### config.mk
export PLATFORM = sky130hd
export DESIGN_NAME = grid_char_loader
export DESIGN_NICKNAME = d
export VERILOG_FILES = /design/src/rtl/grid_pkg.sv /design/src/rtl/char_classify.sv /design/src/rtl/grid_char_loader.sv
export SDC_FILE = /design/constraint.sdc
export NUM_CORES = 1
export LEC_CHECK = 0
export BUFFER_PORTS_ARGS = -buffer_cell sky130_fd_sc_hd__buf_2
export CAP_MARGIN = 10
export CELL_PAD_IN_SITES_DETAIL_PLACEMENT = 0
export CELL_PAD_IN_SITES_GLOBAL_PLACEMENT = 1
export CORE_MARGIN = 3
export CORE_UTILIZATION = 35
export CTS_CLUSTER_DIAMETER = 60
export DETAILED_ROUTE_END_ITERATION = 12
export GPL_TIMING_DRIVEN = 0
export PLACE_DENSITY_LB_ADDON = 0.1
export SYNTH_ARGS = -nofsm -noshare
export SYNTH_HDL_FRONTEND = slang
export SYNTH_HIERARCHICAL = 1
export SYNTH_SLANG_ARGS = --single-unit
### constraint.sdc
create_clock -name clk -period 2.5 [get_ports clk]
set_input_delay 0.5 -clock clk [delete_from_list [all_inputs] [get_ports clk]]
set_output_delay 0.5 -clock clk [all_outputs]
set_load 0.05 [all_outputs]
### src/rtl/grid_pkg.sv
// ---------------------------------------------------------------------------
// grid_pkg
// Shared definitions for the grid loader and the downstream roll-removal
// stage: default grid geometry, the ASCII codes that make up the puzzle
// text, and the loader state encoding.
// ---------------------------------------------------------------------------
package grid_pkg;

   // Default geometry, shared with the downstream exhaustive_access stage.
   localparam int GRID_WIDTH_DEF = 10;
   localparam int GRID_DEPTH_DEF = 10;

   // Input alphabet.
   localparam logic [7:0] CH_ROLL  = 8'h40;
   localparam logic [7:0] CH_EMPTY = 8'h2E;
   localparam logic [7:0] CH_LF    = 8'h0A;
   localparam logic [7:0] CH_CR    = 8'h0D;

   // Loader state encoding, kept as plain constants for older consumers.
   typedef logic [1:0] state_t;
   localparam state_t ST_IDLE = 2'd0;
   localparam state_t ST_LOAD = 2'd1;
   localparam state_t ST_DONE = 2'd2;
   localparam state_t ST_ERR  = 2'd3;

endpackage

### src/rtl/char_classify.sv
// ---------------------------------------------------------------------------
// char_classify
// Purely combinational decode of one input byte into the classes the loader
// FSM cares about. Exactly one output is high for any byte.
//
// Ports:
//   ch        in  8  ASCII byte
//   is_roll   out 1  byte is '@'
//   is_empty  out 1  byte is '.'
//   is_lf     out 1  byte is '\n'
//   is_cr     out 1  byte is '\r'
//   is_bad    out 1  byte is anything else
// ---------------------------------------------------------------------------
module char_classify
   import grid_pkg::*;
(
   input  logic [7:0] ch,
   output logic       is_roll,
   output logic       is_empty,
   output logic       is_lf,
   output logic       is_cr,
   output logic       is_bad
);

   assign is_roll  = (ch == CH_ROLL);
   assign is_empty = (ch == CH_EMPTY);
   assign is_lf    = (ch == CH_LF);
   assign is_cr    = (ch == CH_CR);

   // Anything outside the four legal characters is a format error.
   assign is_bad   = ~(is_roll | is_empty | is_lf | is_cr);

endmodule

### src/rtl/grid_char_loader.sv
// ---------------------------------------------------------------------------
// grid_char_loader
// Accepts the puzzle text one byte per valid/ready handshake and builds the
// DEPTH x WIDTH occupancy bitmap plus a count of rolls. A well-formed file
// ends in DONE with grid_valid high; any malformed input parks the loader in
// ERR with a sticky err flag until the next start or rst.
//
// Ports:
//   clk         in  1            clock
//   rst         in  1            synchronous active-high reset
//   start       in  1            pulse: clear and begin a new load
//   ch_valid    in  1            byte present on ch_data
//   ch_data     in  8            ASCII byte
//   ch_last     in  1            ch_data is the final byte of the file
//   ch_ready    out 1            byte accepted this cycle when ch_valid
//   grid_out    out WIDTH*DEPTH  bit r*WIDTH+c set iff cell (r,c) is '@'
//                                (consumers unpack to grid_in[r][c])
//   grid_valid  out 1            grid_out / roll_count final and stable
//   roll_count  out CNT_W        number of '@' accepted
//   err         out 1            sticky format error
// ---------------------------------------------------------------------------
module grid_char_loader
   import grid_pkg::*;
#(
   parameter int WIDTH = GRID_WIDTH_DEF,
   parameter int DEPTH = GRID_DEPTH_DEF,
   parameter int CNT_W = $clog2(WIDTH*DEPTH+1)
)
(
   input  logic                   clk,
   input  logic                   rst,
   input  logic                   start,
   input  logic                   ch_valid,
   input  logic [7:0]             ch_data,
   input  logic                   ch_last,
   output logic                   ch_ready,
   output logic [WIDTH*DEPTH-1:0] grid_out,
   output logic                   grid_valid,
   output logic [CNT_W-1:0]       roll_count,
   output logic                   err
);

   localparam int GRID_W = WIDTH * DEPTH;
   localparam int ROW_W  = (DEPTH > 1) ? $clog2(DEPTH) : 1;
   localparam int COL_W  = $clog2(WIDTH + 1);

   localparam logic [ROW_W-1:0] ROW_LAST = ROW_W'(DEPTH - 1);
   localparam logic [COL_W-1:0] COL_FULL = COL_W'(WIDTH);

   state_t             state;
   logic [ROW_W-1:0]   row;
   logic [COL_W-1:0]   col;

   state_t             state_n;
   logic [ROW_W-1:0]   row_n;
   logic [COL_W-1:0]   col_n;
   logic               set_bit;
   logic               accept;

   logic               is_roll;
   logic               is_empty;
   logic               is_lf;
   logic               is_cr;
   logic               is_bad;

   char_classify u_classify (
      .ch       (ch_data),
      .is_roll  (is_roll),
      .is_empty (is_empty),
      .is_lf    (is_lf),
      .is_cr    (is_cr),
      .is_bad   (is_bad)
   );

   // A start pulse wins over any byte in the same cycle, so ready is dropped
   // while start is high to keep the handshake honest.
   assign ch_ready   = (state == ST_LOAD) & ~start;
   assign accept     = ch_valid & ch_ready;
   assign grid_valid = (state == ST_DONE);
   assign err        = (state == ST_ERR);

   // Next-state decode for one accepted byte. The character action is applied
   // first; ch_last then decides between DONE and an early-end error, except
   // that an error raised by the byte itself always stands.
   always_comb begin
      state_n = state;
      row_n   = row;
      col_n   = col;
      set_bit = 1'b0;
      if (accept) begin
         if (is_roll | is_empty) begin
            if (col == COL_FULL) begin
               state_n = ST_ERR;
            end else begin
               col_n   = col + 1'b1;
               set_bit = is_roll;
            end
         end else if (is_lf) begin
            if (col != COL_FULL) begin
               state_n = ST_ERR;
            end else if (row == ROW_LAST) begin
               state_n = ST_DONE;
            end else begin
               row_n = row + 1'b1;
               col_n = '0;
            end
         end else if (is_bad) begin
            state_n = ST_ERR;
         end
         if (ch_last && (state_n != ST_ERR)) begin
            if ((row_n == ROW_LAST) && (col_n == COL_FULL)) begin
               state_n = ST_DONE;
            end else begin
               state_n = ST_ERR;
            end
         end
      end
   end

   // State, position counters and the bitmap. Both rst and start wipe any
   // previous grid so no residue from an aborted load can leak into the next.
   always_ff @(posedge clk) begin
      if (rst) begin
         state      <= ST_IDLE;
         row        <= '0;
         col        <= '0;
         grid_out   <= '0;
         roll_count <= '0;
      end else if (start) begin
         state      <= ST_LOAD;
         row        <= '0;
         col        <= '0;
         grid_out   <= '0;
         roll_count <= '0;
      end else if (state == ST_LOAD) begin
         state <= state_n;
         row   <= row_n;
         col   <= col_n;
         if (set_bit) begin
            grid_out   <= grid_out | (GRID_W'(1) << (int'(row) * WIDTH + int'(col)));
            roll_count <= roll_count + 1'b1;
         end
      end
   end

endmodule

==> flow_metrics.py, run 1 <==
metrics = {
    "timing": {
        "tightest_slew_ns": 0.5693,
        "clock.fmax_mhz": 360.5,
        "layout_setup_ws_ns": -0.2736,
        "fin_setup_tns_ns": -17.15,
        "setup_viol": 97,
        "timing.final.crit_share_pct": 110.9,
        "skew_ns": 0.003806,
        "fin_crit_ns": 2.774,
        "slew_violations": 0,
        "rsz0062_at_grt": "yes",
        "finalHoldViolations": 0,
        "slew_headroom_pct": 62.05,
    },
    "status": {
        "violations": "negative setup slack",
        "status": "finished, violations left",
    },
    "die": {
        "placementRows": 42,
        "floorplan.initialDensity_pct": 36.12,
        "die_h_um": 123.4,
        "fp.dieW_um": 123.4,
        "core_mm2": 0.01335,
        "die_area_mm2": 0.01522,
        "num_io_pins": 123,
    },
    "critical_path": {
        "critPathMaxFanout": 5,
        "cpMostUsedCell": "ha_4",
        "path_class": "flop to flop",
        "crit_slowest_cell": "fa_1",
        "cp_data_required_time_ns": 2.83,
        "crit_path_start": "row[1]",
        "critPathTopFamily": "adder cells",
        "rr_startpoint": "row[1]",
        "cp.arrival_ns": 3.10,
        "slowest_delay_ns": 0.48,
        "end_kind": "flop",
        "cp-start-kind": "flop",
        "crit_buf_inv": 3,
        "path_cells": "ha_4, ha_4, inv_2, fa_1, nand2b_4, nand4b_1, o22ai_4, buf_12, o211ai_4, buf_6, o21ai_0",
    },
    "global_route": {
        "grt_pass1_vias": 4458,
        "grt_pass1_wl_um": 22740,
        "antenna_found_initial": 0,
        "grt_max_degree": 17,
        "grt_overflow": 0,
        "grtUsageTotal_pct": 19.55,
    },
    "flow_run": {
        "maxCapViolCount": 0,
    },
    "synthesis": {
        "syn_avg_cell_area_um2": 8.609,
        "syn_nets": 587,
        "yosys_warnings": 6,
        "synth_area_mm2": 0.004821,
        "netlist_instances": 560,
    },
    "final_layout": {
        "syn2layout_area_growth_pct": 45.73,
        "multiInputGateArea_mm2": 0.002744,
        "layout-drive-gt1-share_pct": 40.11,
        "fin_nets": 752,
        "fillers": 1290,
        "final_area_mm2": 0.007025,
        "register_area_mm2": 0.002355,
        "antenna_cells": 0,
    },
    "detailed_routing": {
        "routed_wl_um": 15170,
        "drcViolationCount": 0,
        "firstDrtPassIters": 4,
        "antenna_left": 0,
        "dr_total_vias": 4653,
        "wl_per_cell_um": 16.59,
        "viasPerCell": 5.091,
        "drt_iter0_markers": 225,
    },
    "place": {
        "dp_slack_ns": -0.5975,
        "place.gp.congestion": 0.8609,
        "place.detailed.hpwl_um": 10490,
        "postPlaceCellArea_mm2": 0.005708,
        "io_buffers": 122,
    },
    "clock_tree": {
        "root_buffer": "clkbuf_16",
        "cts_num_sinks": 117,
        "cts_tree": "done",
        "clkTransAtPathRegs_ns": 0.05,
        "h-tree-depth": 4,
        "cts_buffers": 17,
        "hold_buffers": 0,
        "insertion_delay_ns": 0.41,
        "cts_buffer_depth": 2,
    },
    "pwr": {
        "powerDensity_mw_per_mm2": 639.7,
        "p_leak_nw": 2.913,
        "p_total_mw": 4.494,
        "peakVddDrop_mv": 0.4206,
    },
    "worst_hold_path": {
        "hold_start": "ch_last",
        "hold_path.class": "input pin to flop",
    },
}
## path summary, 6_finish.rpt
check | endpoint | slack (ns) | cells after the start
worst min-delay path | state[0] | 0.38 | 3
worst max register to register | grid_out[48] | -0.27 | 11
worst max-delay path | grid_out[48] | -0.27 | 11
worst min register to register | grid_out[52] | 0.44 | 2
## cell usage in the layout (no fill, tap or decap), types with 3 or more instances in the layout
master,count
nand2_1,132
buf_2,122
dfxtp_1,113
o21ai_2,62
o21ai_1,29
nor2_1,21
clkbuf_16,19
clkbuf_1,17
a21oi_1,17
buf_6,17
nand3_1,14
o21ai_0,13
ha_1,9
buf_4,7
and3_1,6
nor3_1,6
xnor2_1,6
xor2_1,5
o31ai_1,5
clkinvlp_4,5
inv_1,4
and2_1,4
or2_2,4
nand3b_1,4
o21ai_4,4
or3_1,4
inv_6,4
nor2b_1,3
nor3_4,3
nand4_1,3
nor2_2,3
a31oi_1,3
ha_4,3
bufinv_16,3
buf_12,3
dfxtp_4,3
## report_power, final
group	leakage [nW]	internal, mW	switching [mW]
logic	1.68	0.0242	0.0647
clock network	0.289	1.63	0.909
registers	0.945	1.86	0.00292
total	2.91	3.52	0.977
## worst min-delay path, cell delays in order
cell and delay, ns:
buf_2 0.13, o41ai_2 0.05, a31oi_1 0.06
## flip-flops by register name (all words and copies together) (netlist names)
register,flops
state,2
row,4
roll_count,7
col,4
grid_out,100
## stage by stage
step | hold slack, ns | cells | util, %
finish | 0.3845 | 914 | 52.63
CTS | 0.3921 | 907 | 50.32
global placement | 0.4321 | 858 | 42.76
floorplan | 0.4920 | 560 | -
detailed placement | 0.4388 | 858 | 42.76
global route | 0.3731 | 914 | 52.63
## metal layers
metal	global-route usage [%]	vias to the layer above	part of all wire, %
li1	-	2296	-
met4	8.720	0	2.5
met5	0	-	0
met3	4.803	30	5.0
met2	33.98	113	50
met1	22.70	2214	42
## cell type report
class                           count  share of cell area [%]
Multi-Input combinational cell    412                   39.06
Sequential cell                   117                   33.52
Timing Repair Buffer              147                   13.09
Clock buffer                       19                   6.447
Tap cell                          176                   3.134
Clock inverter                     13                   2.386
Buffer                             24                   2.048
Inverter                            6                  0.3206
## repair_timing
| action | CTS | global route |
|---|---|---|
| buffers inserted | 14 | 5 |
| pin swaps | 13 | 32 |
| hold endpoints to repair | 0 | 0 |
| gates cloned | 5 | 2 |
| resized for setup | 112 | 61 |
| setup endpoints to repair | 102 | 101 |
No activity file was read; power rests on OpenSTA's default activity.
==> inputs of run 2 (changes only) <==
--- a/config.mk
+++ b/config.mk
@@ -9,11 +9,11 @@
 export CAP_MARGIN = 10
 export CELL_PAD_IN_SITES_DETAIL_PLACEMENT = 0
 export CELL_PAD_IN_SITES_GLOBAL_PLACEMENT = 1
-export CORE_MARGIN = 3
+export CORE_MARGIN = 1.5
 export CORE_UTILIZATION = 35
 export CTS_CLUSTER_DIAMETER = 60
 export DETAILED_ROUTE_END_ITERATION = 12
-export GPL_TIMING_DRIVEN = 0
+export HOLD_SLACK_MARGIN = 0.02
 export PLACE_DENSITY_LB_ADDON = 0.1
 export SYNTH_ARGS = -nofsm -noshare
 export SYNTH_HDL_FRONTEND = slang
==> flow_metrics.py, run 2 (synthesis gave the netlist of run 1 again) <==
metrics = {
    "detailed_routing": {
        "antenna_left": 0,
        "routed_wl_um": 13880,
        "firstDrtPassIters": 4,
        "drt_iter0_markers": 264,
        "dr_total_vias": 4545,
        "wl_per_cell_um": 15.17,
        "viasPerCell": 4.967,
        "drcViolationCount": 0,
    },
    "die": {
        "die_h_um": 120.4,
        "die_area_mm2": 0.01449,
        "core_mm2": 0.01335,
        "fp.dieW_um": 120.4,
        "placementRows": 42,
        "floorplan.initialDensity_pct": 36.12,
        "num_io_pins": 123,
    },
    "timing": {
        "slew_violations": 0,
        "tightest_slew_ns": 0.7548,
        "skew_ns": 0.01298,
        "layout_setup_ws_ns": -0.1279,
        "rsz0062_at_grt": "yes",
        "finalHoldViolations": 0,
        "fin_setup_tns_ns": -6.999,
        "whs_ns": 0.4076,
        "slew_headroom_pct": 49.68,
        "timing.final.crit_share_pct": 105.1,
        "setup_viol": 92,
        "fin_crit_ns": 2.628,
        "clock.fmax_mhz": 380.5,
    },
    "final_layout": {
        "reg_top3": "grid_out x100, roll_count x7",
        "mostFrequentLayoutCell": "nand2_1",
        "final_area_mm2": 0.006758,
        "fin_util_pct": 50.63,
        "layout-drive-gt1-share_pct": 35.45,
        "syn2layout_area_growth_pct": 40.18,
        "final_cell_mix": "nand2_1 (131), buf_2 (122), dfxtp_1 (114)",
        "antenna_cells": 0,
        "largest_register": "grid_out",
        "largest_register_ffs": 100,
        "fin_nets": 754,
        "fin_cells": 915,
    },
    "pwr": {
        "powerDensity_mw_per_mm2": 630.2,
        "peakVddDrop_mv": 0.3442,
        "p_total_mw": 4.259,
        "p_leak_nw": 2.872,
    },
    "clock_tree": {
        "root_buffer": "clkbuf_16",
        "cts_num_sinks": 117,
        "hold_buffers": 0,
        "cts_buffers": 17,
        "clkTransAtPathRegs_ns": 0.05,
        "h-tree-depth": 4,
        "cts_buffer_depth": 2,
        "cts_tree": "done",
        "insertion_delay_ns": 0.42,
    },
    "critical_path": {
        "crit_path_start": "row[1]",
        "cp-start-kind": "flop",
        "cp_data_required_time_ns": 2.80,
        "cp.arrival_ns": 2.92,
        "end_kind": "flop",
        "path_class": "flop to flop",
        "rr_startpoint": "row[1]",
        "critPathMaxFanout": 7,
    },
    "place": {
        "dp_cells": 880,
        "place.gp.congestion": 0.8251,
        "place.detailed.hpwl_um": 9961,
        "postPlaceCellArea_mm2": 0.006026,
        "dp_slack_ns": -0.1718,
        "io_buffers": 122,
    },
    "global_route": {
        "grt_max_degree": 76,
        "grtUsageTotal_pct": 19.22,
        "grt_pass1_vias": 4261,
        "grt_overflow": 0,
        "grt_pass1_wl_um": 21680,
        "antenna_found_initial": 0,
    },
    "worst_hold_path": {
        "hold_path.class": "input pin to flop",
        "hold_start": "ch_last",
    },
    "status": {
        "status": "finished, violations left",
        "violations": "negative setup slack",
    },
    "flow_run": {
        "maxCapViolCount": 0,
    },
}
run 2: path summary, 6_finish.rpt:
path         slack [ns]            to  depth (start not counted)
max reg2reg       -0.13  grid_out[84]                         12
max               -0.13  grid_out[84]                         12
min                0.41      state[0]                          3
min reg2reg        0.44  grid_out[73]                          2
run 2: per-layer routing:
| layer | vias to the layer above | track usage (%) | part of all wire (%) |
|---|---|---|---|
| li1 | 2289 | - | - |
| met3 | 17 | 4.811 | 3.4 |
| met4 | 0 | 7.941 | 1.9 |
| met2 | 94 | 31.36 | 48 |
| met1 | 2145 | 24.22 | 46 |
| met5 | - | 0 | 0 |
run 2: area by class of cell:
class / count / area, um2
Multi-Input combinational cell: 411 / 2487
Clock buffer: 21 / 470.5
Tap cell: 176 / 220.2
Clock inverter: 10 / 98.84
Inverter: 6 / 22.52
Timing Repair Buffer: 174 / 1110
Sequential cell: 117 / 2349
Fill cell: 1303 / 6590
run 2: timing repair:
item                       CTS  global route
gates cloned                 0             1
setup endpoints to repair   98           100
pin swaps                    1             7
setup buffers                1             2
gates resized for setup     12            18
run 2: critical path, cell delays in order, from the launching register on:
cell       delay (ns)
dfxtp_4          0.35
ha_4             0.26
ha_4             0.12
inv_2            0.03
fa_1             0.44
nand2b_4         0.19
buf_4            0.16
o31ai_4          0.23
buf_6            0.16
a211oi_4         0.05
o21ai_4          0.25
clkbuf_16        0.20
o21ai_1          0.05
run 2: power by group:
part	total [mW]	switching (mW)	internal, mW
combinational	0.0865	0.0614	0.0251
clock	2.30	0.860	1.44
sequential	1.87	0.00320	1.87
==> inputs of run 3 (changes only) <==
--- a/config.mk
+++ b/config.mk
@@ -9,6 +9,7 @@
 export CAP_MARGIN = 10
 export CELL_PAD_IN_SITES_DETAIL_PLACEMENT = 0
 export CELL_PAD_IN_SITES_GLOBAL_PLACEMENT = 1
+export CORE_ASPECT_RATIO = 0.6
 export CORE_MARGIN = 1.5
 export CORE_UTILIZATION = 35
 export CTS_CLUSTER_DIAMETER = 60
==> flow_metrics.py, run 3 (synthesis gave the netlist of run 1 again) <==
metrics = {
    "status": {
        "status": "finished, violations left",
        "violations": "negative setup slack",
    },
    "die": {
        "die_h_um": 93.91,
        "fp.dieW_um": 154.5,
        "die_area_mm2": 0.01451,
        "floorplan.initialDensity_pct": 36.71,
        "placementRows": 32,
        "num_io_pins": 123,
        "core_mm2": 0.01313,
    },
    "pwr": {
        "p_total_mw": 4.447,
        "powerDensity_mw_per_mm2": 632.3,
        "p_leak_nw": 3.003,
        "peakVddDrop_mv": 0.3946,
    },
    "critical_path": {
        "crit_buf_inv": 3,
        "critPathTopFamily": "adder cells",
        "crit_slowest_cell": "fa_1",
        "end_kind": "flop",
        "cp.arrival_ns": 3.01,
        "path_class": "flop to flop",
        "cp-start-kind": "flop",
        "path_cells": "ha_4, ha_4, inv_2, fa_1, nand2b_4, or3_4, a211oi_4, buf_4, o21ai_4, clkbuf_16, o21ai_4",
        "slowest_delay_ns": 0.45,
        "critPathMaxFanout": 7,
        "cp_data_required_time_ns": 2.85,
    },
    "timing": {
        "slew_violations": 0,
        "skew_ns": 0.01578,
        "finalHoldViolations": 0,
        "layout_setup_ws_ns": -0.1586,
        "whs_ns": 0.4230,
        "timing.final.crit_share_pct": 106.3,
        "rsz0062_at_grt": "yes",
        "fin_setup_tns_ns": -9.175,
        "clock.fmax_mhz": 376.1,
        "tightest_slew_ns": 0.4726,
        "setup_viol": 98,
        "slew_headroom_pct": 68.49,
        "fin_crit_ns": 2.659,
    },
    "final_layout": {
        "final_area_mm2": 0.007033,
        "syn2layout_area_growth_pct": 45.89,
        "fin_cells": 918,
        "mostFrequentLayoutCell": "nand2_1",
        "reg_top3": "grid_out x100, roll_count x7",
        "fin_nets": 762,
        "final_cell_mix": "nand2_1 (132), buf_2 (122), dfxtp_1 (114)",
        "largest_register": "grid_out",
        "layout-drive-gt1-share_pct": 40.64,
        "antenna_cells": 0,
        "largest_register_ffs": 100,
        "fillers": 1229,
        "fin_util_pct": 53.55,
    },
    "global_route": {
        "antenna_found_initial": 0,
        "grt_overflow": 0,
        "grt_pass1_wl_um": 23720,
        "grt_pass1_vias": 4412,
        "grt_max_degree": 104,
        "grtUsageTotal_pct": 21.42,
    },
    "clock_tree": {
        "cts_tree": "done",
        "h-tree-depth": 4,
        "hold_buffers": 0,
        "cts_num_sinks": 117,
        "insertion_delay_ns": 0.42,
        "cts_buffer_depth": 2,
        "root_buffer": "clkbuf_16",
        "clkTransAtPathRegs_ns": 0.06,
        "cts_buffers": 17,
    },
    "place": {
        "place.detailed.hpwl_um": 10640,
        "dp_slack_ns": -0.2980,
        "postPlaceCellArea_mm2": 0.006026,
        "dp_cells": 875,
        "io_buffers": 122,
        "place.gp.congestion": 0.8532,
    },
    "detailed_routing": {
        "firstDrtPassIters": 4,
        "drt_iter0_markers": 242,
        "wl_per_cell_um": 16.56,
        "viasPerCell": 5.157,
        "antenna_left": 0,
        "dr_total_vias": 4734,
        "routed_wl_um": 15200,
        "drcViolationCount": 0,
    },
    "worst_hold_path": {
        "hold_path.class": "input pin to flop",
    },
    "flow_run": {
        "maxCapViolCount": 0,
    },
}
-- run 3: changes by cell type in the layout (fill, tap and decap cells not counted), sizes merged --
cell	delta
inv	+5
buf	+6
bufinv	+1
clkinvlp	-2
clkbuf	-1
-- run 3: where the power goes --
group / internal [mW] / switching, mW
clock: 1.52 / 0.962
sequential: 1.87 / 0.00280
combinational: 0.0271 / 0.0650
total: 3.42 / 1.03
-- run 3: layout make-up --
cell class	instances	area, um2	share of cell area (%)
Clock inverter	14	166.4	2.366
Clock buffer	18	439.2	6.244
Tap cell	170	212.7	3.024
Sequential cell	117	2349	33.39
Inverter	6	22.52	0.3202
Multi-Input combinational cell	411	2624	37.31
Timing Repair Buffer	182	1220	17.35
-- run 3: worst paths after layout --
check	start	endpoint	slack [ns]	cells past startpoint
setup / recovery	row[1]	grid_out[75]	-0.16	11
hold / removal	ch_last	state[0]	0.42	3
setup reg to reg	row[1]	grid_out[75]	-0.16	11
hold reg to reg	grid_out[62]	grid_out[62]	0.44	2
-- run 3: repair_timing --
item,in CTS,in global routing
setup endpoints to repair,100,101
gates resized for setup,48,77
pin swaps,1,20
gates cloned,1,2
buffers inserted,5,3
-- run 3: per-layer routing --
layer,wire [um],share of wire (%),GRT usage (%)
met5,0,0,0
met4,161,1.1,6.971
met3,938,6.2,6.319
met2,6206,41,30.26
met1,7892,52,30.89
-- run 3: worst reg2reg max path, stage by stage (launching register included) --
cell and delay, ns:
dfxtp_4 0.35, ha_4 0.26, ha_4 0.13, inv_2 0.03
fa_1 0.45, nand2b_4 0.19, or3_4 0.36, a211oi_4 0.28
buf_4 0.16, o21ai_4 0.07, clkbuf_16 0.18, o21ai_4 0.13
